`src/rtl/serial_sub_pkg.sv`:
```
// Shared types and helpers for the digit-serial subtractor.
package serial_sub_pkg;

  typedef enum logic [1:0] {
    StIdle = 2'd0,
    StRun  = 2'd1,
    StDone = 2'd2
  } state_e;

  // Digit counter width; never narrower than one bit.
  function automatic int unsigned cnt_width(input int unsigned digits);
    return (digits <= 1) ? 1 : $clog2(digits);
  endfunction

endpackage

```
`src/rtl/sub_digit_slice.sv`:
```
// Combinational DIGIT_W-wide ripple subtractor built from full-subtractor cells.
module sub_digit_slice #(
  parameter int unsigned DIGIT_W = 1
) (
  input  logic [DIGIT_W-1:0] a_d_i,
  input  logic [DIGIT_W-1:0] b_d_i,
  input  logic               bin_i,
  output logic [DIGIT_W-1:0] d_o,
  output logic               bout_o
);

  logic [DIGIT_W:0] br;

  assign br[0] = bin_i;

  for (genvar i = 0; i < DIGIT_W; i++) begin : g_bit
    assign d_o[i]    = a_d_i[i] ^ b_d_i[i] ^ br[i];
    assign br[i + 1] = (~a_d_i[i] & b_d_i[i]) | (~(a_d_i[i] ^ b_d_i[i]) & br[i]);
  end

  assign bout_o = br[DIGIT_W];

endmodule

```
`src/rtl/serial_subtractor.sv`:
```
// Digit-serial unsigned subtractor: diff = a - b, DIGIT_W bits per clock, LSB digit first.
// Define SERIAL_SUBTRACTOR_SAT_EN to clamp underflowing results to zero.
module serial_subtractor
  import serial_sub_pkg::*;
#(
  parameter int unsigned WIDTH   = 8,
  parameter int unsigned DIGIT_W = 1
) (
  input  logic             clk,
  input  logic             rst_n,
  input  logic             start_i,
  input  logic [WIDTH-1:0] a_i,
  input  logic [WIDTH-1:0] b_i,
  output logic             busy_o,
  output logic             done_o,
  output logic [WIDTH-1:0] diff_o,
  output logic             borrow_out_o,
  output logic             zero_o
);

  localparam int unsigned Digits = WIDTH / DIGIT_W;
  localparam int unsigned CntW   = cnt_width(Digits);

  if (WIDTH < 1 || DIGIT_W < 1 || (WIDTH % DIGIT_W) != 0) begin : g_param_err
    $error("serial_subtractor: DIGIT_W must be >= 1 and divide WIDTH");
  end

  state_e            state_q, state_d;
  logic [WIDTH-1:0]  a_q, b_q, res_q, diff_q;
  logic [CntW-1:0]   cnt_q;
  logic              borrow_q, bo_q, zero_q;

  logic [DIGIT_W-1:0] slice_d;
  logic               slice_bout;
  logic [WIDTH-1:0]   res_next, fin_diff;
  logic               fin_zero, last_digit, accept;

  sub_digit_slice #(
    .DIGIT_W(DIGIT_W)
  ) u_slice (
    .a_d_i (a_q[DIGIT_W-1:0]),
    .b_d_i (b_q[DIGIT_W-1:0]),
    .bin_i (borrow_q),
    .d_o   (slice_d),
    .bout_o(slice_bout)
  );

  // New digit enters at the MSB side; after Digits shifts the register holds the full result.
  assign res_next   = WIDTH'({slice_d, res_q} >> DIGIT_W);
  assign last_digit = (cnt_q == CntW'(Digits - 1));
  assign accept     = start_i && (state_q != StRun);

  always_comb begin
    fin_diff = res_next;
`ifdef SERIAL_SUBTRACTOR_SAT_EN
    if (slice_bout) begin
      fin_diff = '0;
    end
`endif
    fin_zero = (fin_diff == '0);
  end

  always_ff @(posedge clk or negedge rst_n) begin
    if (!rst_n) begin
      state_q <= StIdle;
    end else begin
      state_q <= state_d;
    end
  end

  always_comb begin
    state_d = state_q;
    unique case (state_q)
      StIdle, StDone: state_d = start_i ? StRun : StIdle;
      StRun:          state_d = last_digit ? StDone : StRun;
      default:        state_d = StIdle;
    endcase
  end

  always_comb begin
    busy_o = (state_q == StRun);
    done_o = (state_q == StDone);
  end

  always_ff @(posedge clk or negedge rst_n) begin
    if (!rst_n) begin
      a_q      <= '0;
      b_q      <= '0;
      res_q    <= '0;
      cnt_q    <= '0;
      borrow_q <= 1'b0;
      diff_q   <= '0;
      bo_q     <= 1'b0;
      zero_q   <= 1'b1;
    end else if (accept) begin
      a_q      <= a_i;
      b_q      <= b_i;
      cnt_q    <= '0;
      borrow_q <= 1'b0;
    end else if (state_q == StRun) begin
      a_q      <= a_q >> DIGIT_W;
      b_q      <= b_q >> DIGIT_W;
      res_q    <= res_next;
      borrow_q <= slice_bout;
      cnt_q    <= cnt_q + CntW'(1);
      if (last_digit) begin
        diff_q <= fin_diff;
        bo_q   <= slice_bout;
        zero_q <= fin_zero;
      end
    end
  end

  assign diff_o       = diff_q;
  assign borrow_out_o = bo_q;
  assign zero_o       = zero_q;

endmodule

```
`config.mk`:
```
export PLATFORM = sky130hd
export DESIGN_NAME = serial_subtractor
export DESIGN_NICKNAME = d
export VERILOG_FILES = /design/src/rtl/serial_sub_pkg.sv /design/src/rtl/sub_digit_slice.sv /design/src/rtl/serial_subtractor.sv
export SDC_FILE = /design/constraint.sdc
export NUM_CORES = 1
export LEC_CHECK = 0
export BUFFER_PORTS_ARGS = -buffer_cell sky130_fd_sc_hd__buf_2
export CORE_UTILIZATION = 54
export CTS_CLUSTER_SIZE = 10
export DETAILED_ROUTE_END_ITERATION = 6
export HOLD_SLACK_MARGIN = 0.08
export MAX_ROUTING_LAYER = met4
export PLACE_DENSITY = 0.78
export SLEW_MARGIN = 5
export SYNTH_ARGS = -nofsm -noshare
export SYNTH_HDL_FRONTEND = slang
export SYNTH_SLANG_ARGS = --single-unit
```
`constraint.sdc`:
```
create_clock -name clk -period 1.9 [get_ports clk]
set_clock_uncertainty 0.15 [all_clocks]
set_input_delay 0.095 -clock clk [delete_from_list [all_inputs] [get_ports clk]]
set_output_delay 0.095 -clock clk [all_outputs]
set_load 0.005 [all_outputs]
```
* Word-level counts from Yosys, hierarchy flattened
Cells that the tools add are included.
** Word-level totals
- Flip-flop bits (word level) :: 40
- Bits in latches :: 0
- Memory bits (writable) :: 0
- Bits in read-only memories :: 0
- Input bits :: 19
- Output and inout port bits :: 12
- Word-level logic and storage cells :: 40
- Memories :: 0
** Cells by class
- $add $sub $neg :: 1
- Multipliers :: 0
- Div/mod/pow operators :: 0
- $lt $le $gt $ge :: 0
- Eq/ne operators :: 4
- Shift-type cells :: 0
- Muxes and demuxes :: 11
- Bitwise logic cells :: 8
- Reductions and logical operators :: 7
** Operators with widths (count)
- two-way mux 8 bit :: 4
- logical NOT 8 bit :: 1
- two-way mux 3 bit :: 2
- case mux 2 bit (2 select lines) :: 1
- adder 3 x 1 -> 3 bit (second input constant) :: 1
- == test 3 bit (second input constant) :: 1
- two-way mux 1 bit :: 3
- NOT 1 bit :: 3
- AND reduction 3 bit :: 1
- AND 1 bit :: 2
- == test 2 x 1 -> 1 bit (second input constant) :: 1
- == test 2 bit (second input constant) :: 1
- logical NOT 2 bit :: 1
- two-way mux 2 bit :: 1
- != test 2 x 1 -> 1 bit (second input constant) :: 1
- AND reduction 2 bit :: 1
- nonzero test 2 bit :: 1
- OR reduction 2 bit :: 1
- bitwise XOR 1 bit :: 2
- logical AND 1 bit :: 1
- OR 1 bit :: 1

* Logic depth before layout (Yosys ltp)
Gate-level depths: netlist (run 1).
- Depth after elaboration :: 6
- Mapped depth :: 6
- Gate-level depth less buffers :: 5

* Hierarchy
Synthesis (run 1) repeated with hierarchy kept, for this count alone.
** Unflattened totals
- Cells, all modules :: 138
- Area total of the unflattened synthesis :: 1690.4 µm²
** Modules (own cells, without submodules)
- serial_subtractor :: instances 1, cells an instance 134, area an instance 1659.1 µm², sequential area each 977.2 µm²
- sub_digit_slice :: instances 1, cells an instance 4, area an instance 31.3 µm², sequential area each 0.0 µm²

* Worst setup path before layout (run 1)
Ideal clock, no wire load.
- Path type :: flip-flop to flip-flop
- Start point :: register cnt_q[0]
- End point :: register diff_q[3] (netlist: diff_o[3])
- Library setup time :: 0.125 ns
- Data arrival time :: 1.388 ns
- Required time :: 1.625 ns
- Slack :: 0.237 ns
- Cell stages (with the launch flop) :: 6
- Path buffers :: 1
- Period minus slack after synthesis :: 1.663 ns
- Cell sequence :: dfrtp_1 -> ha_1 -> ha_1 -> nand3b_1 -> buf_4 -> mux2_4
** Between the ends
- Word-level cells in the longest chain between the ends :: 2
** Ends and longest elaborated chain
- from (decl) :: RTL line serial_subtractor.sv:30 : logic [CntW-1:0] cnt_q;
- from (signal assigned) :: RTL line serial_subtractor.sv:105 : cnt_q <= cnt_q + CntW'(1);
- == test 3 bit :: RTL line serial_subtractor.sv:50 : assign last_digit = (cnt_q == CntW'(Digits - 1));
- AND reduction 3 bit (no source line)
- to (signal assigned) :: RTL line serial_subtractor.sv:107 : diff_q <= fin_diff;
- to (decl) :: RTL line serial_subtractor.sv:29 : logic [WIDTH-1:0] a_q, b_q, res_q, diff_q;
Every way passes these cells.
A chain may end at the register's enable or synchronous reset.

* Worst setup path in the final report (run 1)
- Start point :: register cnt_q[0]
- End point :: register diff_q[1] (netlist: diff_o[1])
Same word-level chain as after synthesis.

==> metrics.md, run 1 <==
| Metric | Value |
|---|---|
| Top-count cell post-synth | nand2_1 |
| Die Span X | 57.68 µm |
| Cell leakage power | 1.109 nW |
| Seq/Total Area, Yosys | 58.37% |
| Critical Path AT | 1790 ps |
| Final period util | 90.03% |
| Initial antenna violation count | 0 |
| DIE AREA | 3327 µm² |
| R2R setup slack | 190 ps |
| Final min period | 1711 ps |
| Post-synth EDFFs | 0 |
| Required @ worst endpoint | 1980 ps |
| Number of global-route vias before repair | 1,209 |
| P&R area growth vs syn | 26.53% |
| Post-DP HPWL | 1.852 mm |
| # IOs | 31 |
| Die Y | 57.68 µm |
| Hold Path Class | primary input to flop |
| Final slew viol count | 0 |
| RSZ-0062 raised after global routing | false |
| Core area | 2853 µm² |
| Most area-hungry cell type in the Yosys netlist | dfrtp_1 |
| I/O Buffers | 30 |
| Pwr Density | 1436 nW/µm² |
| Post-Route WL | 3.018 mm |
| CTS Buf Count | 5 |
| Status | finished, violations left |
| Slew HR | 45.06% |
| N_diodes | 0 |
| TritonCTS clock tree | done |
| Clock Latency Late Sink | 340 ps |
| Post-CTS Resized | 0 |
| Via Count | 1,201 |
| Initial core utilization | 58.68% |
| DR WL/cell | 12.95 µm |
| H-tree depth | 2 |
| First-pass GRT wire length | 5.140 mm |
| Nets | 223 |
| Failing checks | design-rule violations |
| Critical Path Source Type | flop |
| Largest net degree at the start of global routing | 43 |
| Fill count | 207 |
| Row count | 19 |
| Worst IR Drop VDD | 762.9 µV |
| Worst-margin pin slew | 824.2 ps |
| Max Freq | 584.6 MHz |
| Remaining DRCs | 2 |
| Crit. End Element | flop |
| Setup TNS | 0 ps |
| Antenna Nets Post-Route | 0 |
| Most common library cells after synthesis | nand2_1 (43), dfrtp_1 (38), o21ai_0 (19) |
| Root Driver | clkbuf_4 |
| Register bit total from synthesis | 39 |
| Share of layout cells above drive strength 1 | 24.75% |
| Syn_nets | 173 |
| Crit-path max FO | 11 |
| Drt first pass iters | 6 |
| Cells after Synth | 151 |
| Synth top area share | 56.80% |
| Clk sinks | 39 |
| Top post-synthesis cells by area | dfrtp_1 (57%), mux2i_1 (10%), nand2_1 (9.6%) |
| Distinct cells, synth | 21 |
| Post-layout util | 74.25% |
| Final setup viols | 0 |
| Mapped Area | 1674 µm² |
| Synth warn | 0 |
| CP Class | flop to flop |
| Avg Cell Area, Syn | 11.09 µm² |
| Vias per cell | 5.155 |
| Hold Violations, Final | 0 |
| GRT Total Usage | 21.59% |
| Sequential cell area | 977.2 µm² |
| Gpl congestion | 0.7593 |
| Max cap viols | 0 |
| Primary FF master, synth | dfrtp_1 |
| Total gr overflow | 0 |
| Clock buffer depth | 2 |
| Multi-input logic area | 631.9 µm² |
| Reg clk slew, reported paths | 120 ps |
| Ys async rst share | 100.0% |
| Initial DRC count | 30 |
[cell usage in the layout (no fill, tap or decap), drive strengths merged, types with 2 or more instances in the layout]
cell type    instances
o21ai               19
clkbuf               6
nor2                 2
nand2               43
ha                   2
bufinv               2
mux2i               17
buf                 34
nor4                 2
dfrtp               38
mux2                 8
dlygate4sd3         17
inv                  5
[cells by family (layout without fill, tap and decap cells)]
family	Yosys count	in the layout	synth area share, %
simple gates	51	51	12.33
compound gates	20	20	6.054
buf+inv	13	64	3.886
flops	39	39	58.37
fa+ha+maj	3	3	2.690
mux	25	25	16.67
[layer usage]
metal  vias to the layer above  wire length [µm]  global-route usage (%)
met2                        30              1473                   36.71
met1                       568              1357                   24.05
met3                         5               136                   7.143
met5                         -                 0                       -
li1                        598                 -                       -
met4                         0                51                   7.143
[flip-flops by register name, summed over array words and instances (netlist names)]
name          flops
diff_o            8
cnt_q             3
b_q               8
a_q               8
borrow_q          1
state_q           2
res_q             7
borrow_out_o      1
zero_o            1
[per-stage QoR]
stage          setup slack, ps  std cells  instance area, µm²  hold WS (ps)  total power [W]
2_1_floorplan            237.3        151                1674        -350.6         0.002056
3_3_place_gp             257.8        208                1847         83.64         0.002313
3_5_place_dp             205.3        208                1847         90.13         0.002369
4_1_cts                  170.1        233                2118         164.3         0.003071
5_1_grt                  74.02        233                2118         179.2         0.003290
6_report                 189.4        233                2118         164.7         0.003043
[where the power goes]
group / leakage [nW] / switching [W] / total, W / internal (W)
clock network: 0.0525 / 0.000263 / 0.000674 / 0.000411
logic: 0.563 / 0.000502 / 0.000968 / 0.000466
registers: 0.493 / 0.000220 / 0.00140 / 0.00118
[critical path, cell delays in order, from the launching register on]
cell and delay (ps):
dfrtp_1 420, ha_1 210, ha_1 190, nand3b_1 80
buf_4 200, mux2_2 350
[cell type report]
| class | instances | share of cell area [%] |
|---|---|---|
| repair buffers | 51 | 16.54 |
| multi-input cells | 99 | 29.83 |
| inverters | 5 | 0.8860 |
| clock inverters | 2 | 2.835 |
| well taps | 31 | 1.831 |
| flip-flops and latches | 39 | 46.13 |
| clock buffers | 6 | 1.949 |
[timing repair]
action / 4_1_cts / 5_1_grt
setup endpoints to repair: 0 / 0
hold endpoints to repair: 54 / 0
setup buffers: 0 / 0
hold buffers: 17 / 0
[path summary, 6_finish.rpt]
path / from / to / cells after the start
max reg2reg: cnt_q[0]$_DFFE_PN0P_ / diff_o[1]$_DFFE_PN0P_ / 5
min in group asynchronous: rst_n / diff_o[3]$_DFFE_PN0P_ / 2
max: cnt_q[0]$_DFFE_PN0P_ / diff_o[1]$_DFFE_PN0P_ / 5
max in group asynchronous: rst_n / a_q[2]$_DFFE_PN0P_ / 2
min reg2reg: a_q[7]$_DFFE_PN0P_ / a_q[6]$_DFFE_PN0P_ / 2
min: start_i / a_q[6]$_DFFE_PN0P_ / 3
(Power assumes the default switching activity.)
==> inputs of run 2 (changes only) <==
--- a/config.mk
+++ b/config.mk
@@ -6,6 +6,7 @@
 export NUM_CORES = 1
 export LEC_CHECK = 0
 export BUFFER_PORTS_ARGS = -buffer_cell sky130_fd_sc_hd__buf_2
+export CORE_MARGIN = 2
 export CORE_UTILIZATION = 54
 export CTS_CLUSTER_SIZE = 10
 export DETAILED_ROUTE_END_ITERATION = 6
==> run 2 against run 1 <==
Net effect:
- the flow now finishes without violations
- worst setup slack worse by 38 ps
- global-route usage down 1.3 points
- cell area down 1.4%
- fmax down 2.2%
- critical path depth unchanged
- critical endpoint is now diff_o[5]$_DFFE_PN0P_
- via count down 0.75%
- sequential cell count unchanged
- first-iteration DRC count down 63%
- core utilization down 4.7 points
- non-clock buffer count unchanged
- count of clock-buffer cells in the layout up 2
- largest power group unchanged
==> metrics.md, run 2 (same netlist as run 1, synthesis figures left out) <==
| Metric | Value |
|---|---|
| Crit path to | diff_o[5]$_DFFE_PN0P_ |
| WP depth | 5 |
| # IOs | 31 |
| Final setup viols | 0 |
| Vias per cell | 5.072 |
| Total gr overflow | 0 |
| N_diodes | 0 |
| R2R Path End | diff_o[5]$_DFFE_PN0P_ |
| Crit-path max FO | 8 |
| Number of global-route vias before repair | 1,225 |
| Core area | 3003 µm² |
| Die Span X | 59.68 µm |
| Worst IR Drop VDD | 863.8 µV |
| Cell mode on critical path | ha_1 |
| DIE AREA | 3562 µm² |
| DR WL/cell | 12.40 µm |
| Critical Path AT | 1830 ps |
| Worst path slowest cell | dfrtp_1 |
| Initial DRC count | 11 |
| Setup TNS | 0 ps |
| Post-layout util | 69.54% |
| Final slew viol count | 0 |
| Pwr Density | 1360 nW/µm² |
| I/O Buffers | 30 |
| Hold Violations, Final | 0 |
| Nets | 223 |
| CP Class | flop to flop |
| TritonCTS clock tree | done |
| Post-Route WL | 2.913 mm |
| Clock Latency Late Sink | 340 ps |
| Root Driver | clkbuf_4 |
| Hold Path Class | primary input to flop |
| Initial core utilization | 55.75% |
| Remaining DRCs | 0 |
| Share of layout cells above drive strength 1 | 24.75% |
| RSZ-0062 raised after global routing | false |
| Max Freq | 572.0 MHz |
| Post-DP HPWL | 1.927 mm |
| Status | finished, final reports clean |
| Cell leakage power | 1.095 nW |
| CP Cell Sequence | ha_1 -> ha_1 -> nand3b_1 -> buf_4 -> mux2_4 |
| CTS Buf Count | 5 |
| Cell family with most CP delay | flip-flops |
| Reg clk slew, reported paths | 110 ps |
| Row count | 20 |
| WP buf/inv | 1 |
| Required @ worst endpoint | 1980 ps |
| Largest net degree at the start of global routing | 43 |
| Final min period | 1748 ps |
| Commonest non-fill, non-tap cell in the layout | nand2_1 |
| Initial antenna violation count | 0 |
| Startpoint of the worst register-to-register path | cnt_q[0]$_DFFE_PN0P_ |
| Cells on worst reg2reg path | 5 |
| Setup Buffers After CTS | 0 |
| R2R setup slack | 150 ps |
| H-tree depth | 2 |
| P&R area growth vs syn | 24.74% |
| Gpl congestion | 0.7726 |
| Critical Path Source Type | flop |
| Worst Setup SP | cnt_q[0]$_DFFE_PN0P_ |
| Pwr Total | 0.002840 W |
| Max incr delay on CP | 410 ps |
| First-pass GRT wire length | 5.140 mm |
| Antenna Nets Post-Route | 0 |
| Die Y | 59.68 µm |
| Slew HR | 44.76% |
| Drt first pass iters | 3 |
| Worst-margin pin slew | 828.6 ps |
| Max cap viols | 0 |
| Crit. End Element | flop |
| Final period util | 92.01% |
| Commonest cells after routing, fill and taps aside | nand2_1 (43), dfrtp_1 (38), buf_2 (30) |
| Via Count | 1,192 |
| Clk sinks | 39 |
| Fill count | 244 |
| Clock buffer depth | 2 |
| GRT Total Usage | 20.25% |
## run 2: per-stage QoR
| stage | std cells | setup slack (ps) | area (µm²) | hold slack, ps |
|---|---|---|---|---|
| 4_1_cts | 235 | 145.9 | 2088 | 125.9 |
| 6_report | 235 | 151.7 | 2088 | 151.2 |
| 5_1_grt | 235 | 68.51 | 2088 | 170.6 |
| 3_5_place_dp | 210 | 171.2 | 1849 | 93.68 |
| 3_3_place_gp | 210 | 196.3 | 1849 | 82.21 |
| 2_1_floorplan | 151 | 237.3 | 1674 | -350.6 |
## run 2: worst min-delay path by stage
| stage | start | to | slack [ps] | cells past startpoint |
|---|---|---|---|---|
| after floorplan | rst_n | a_q[0]$_DFFE_PN0P_ | -350 | 0 |
| after global placement | rst_n | diff_o[2]$_DFFE_PN0P_ | 80 | 1 |
| after detailed placement | rst_n | diff_o[2]$_DFFE_PN0P_ | 90 | 1 |
| after CTS | start_i | a_q[7]$_DFFE_PN0P_ | 130 | 3 |
| after global routing | start_i | b_q[7]$_DFFE_PN0P_ | 170 | 3 |
| final | start_i | b_q[7]$_DFFE_PN0P_ | 150 | 3 |
## run 2: per-layer routing
layer	routed length [µm]	up-vias	share of wire, %	global-route usage [%]
li1	-	598	-	-
met1	1322	559	45	22.24
met2	1403	29	48	34.78
met3	143	6	4.9	5.844
met4	44	0	1.5	7.302
met5	0	-	0	-
## run 2: where the power goes
part / total (W) / internal [W] / switching [W] / leakage, nW
Clock: 0.000478 / 0.000218 / 0.000260 / 0.0386
Combinational: 0.000963 / 0.000465 / 0.000497 / 0.563
Sequential: 0.00140 / 0.00118 / 0.000218 / 0.493
## run 2: worst register-to-register path, stage by stage (launching register included)
cell      delay (ps)
dfrtp_1          410
ha_1             200
ha_1             190
nand3b_1         170
buf_4            210
mux2_4           310
## run 2: final cells by class
type                            count  area, µm²  area share, %
Clock buffer                        8      68.82          3.295
Timing Repair Buffer               51      350.3          16.78
Sequential cell                    39      977.2          46.79
Inverter                            5      18.77         0.8987
Multi-Input combinational cell     99      631.9          30.26
Tap cell                           33      41.29          1.977
## run 2: timing repair
| item | CTS | global route |
|---|---|---|
| hold buffers | 17 | 0 |
| resized for setup | 0 | 0 |
| hold endpoints to repair | 54 | 0 |
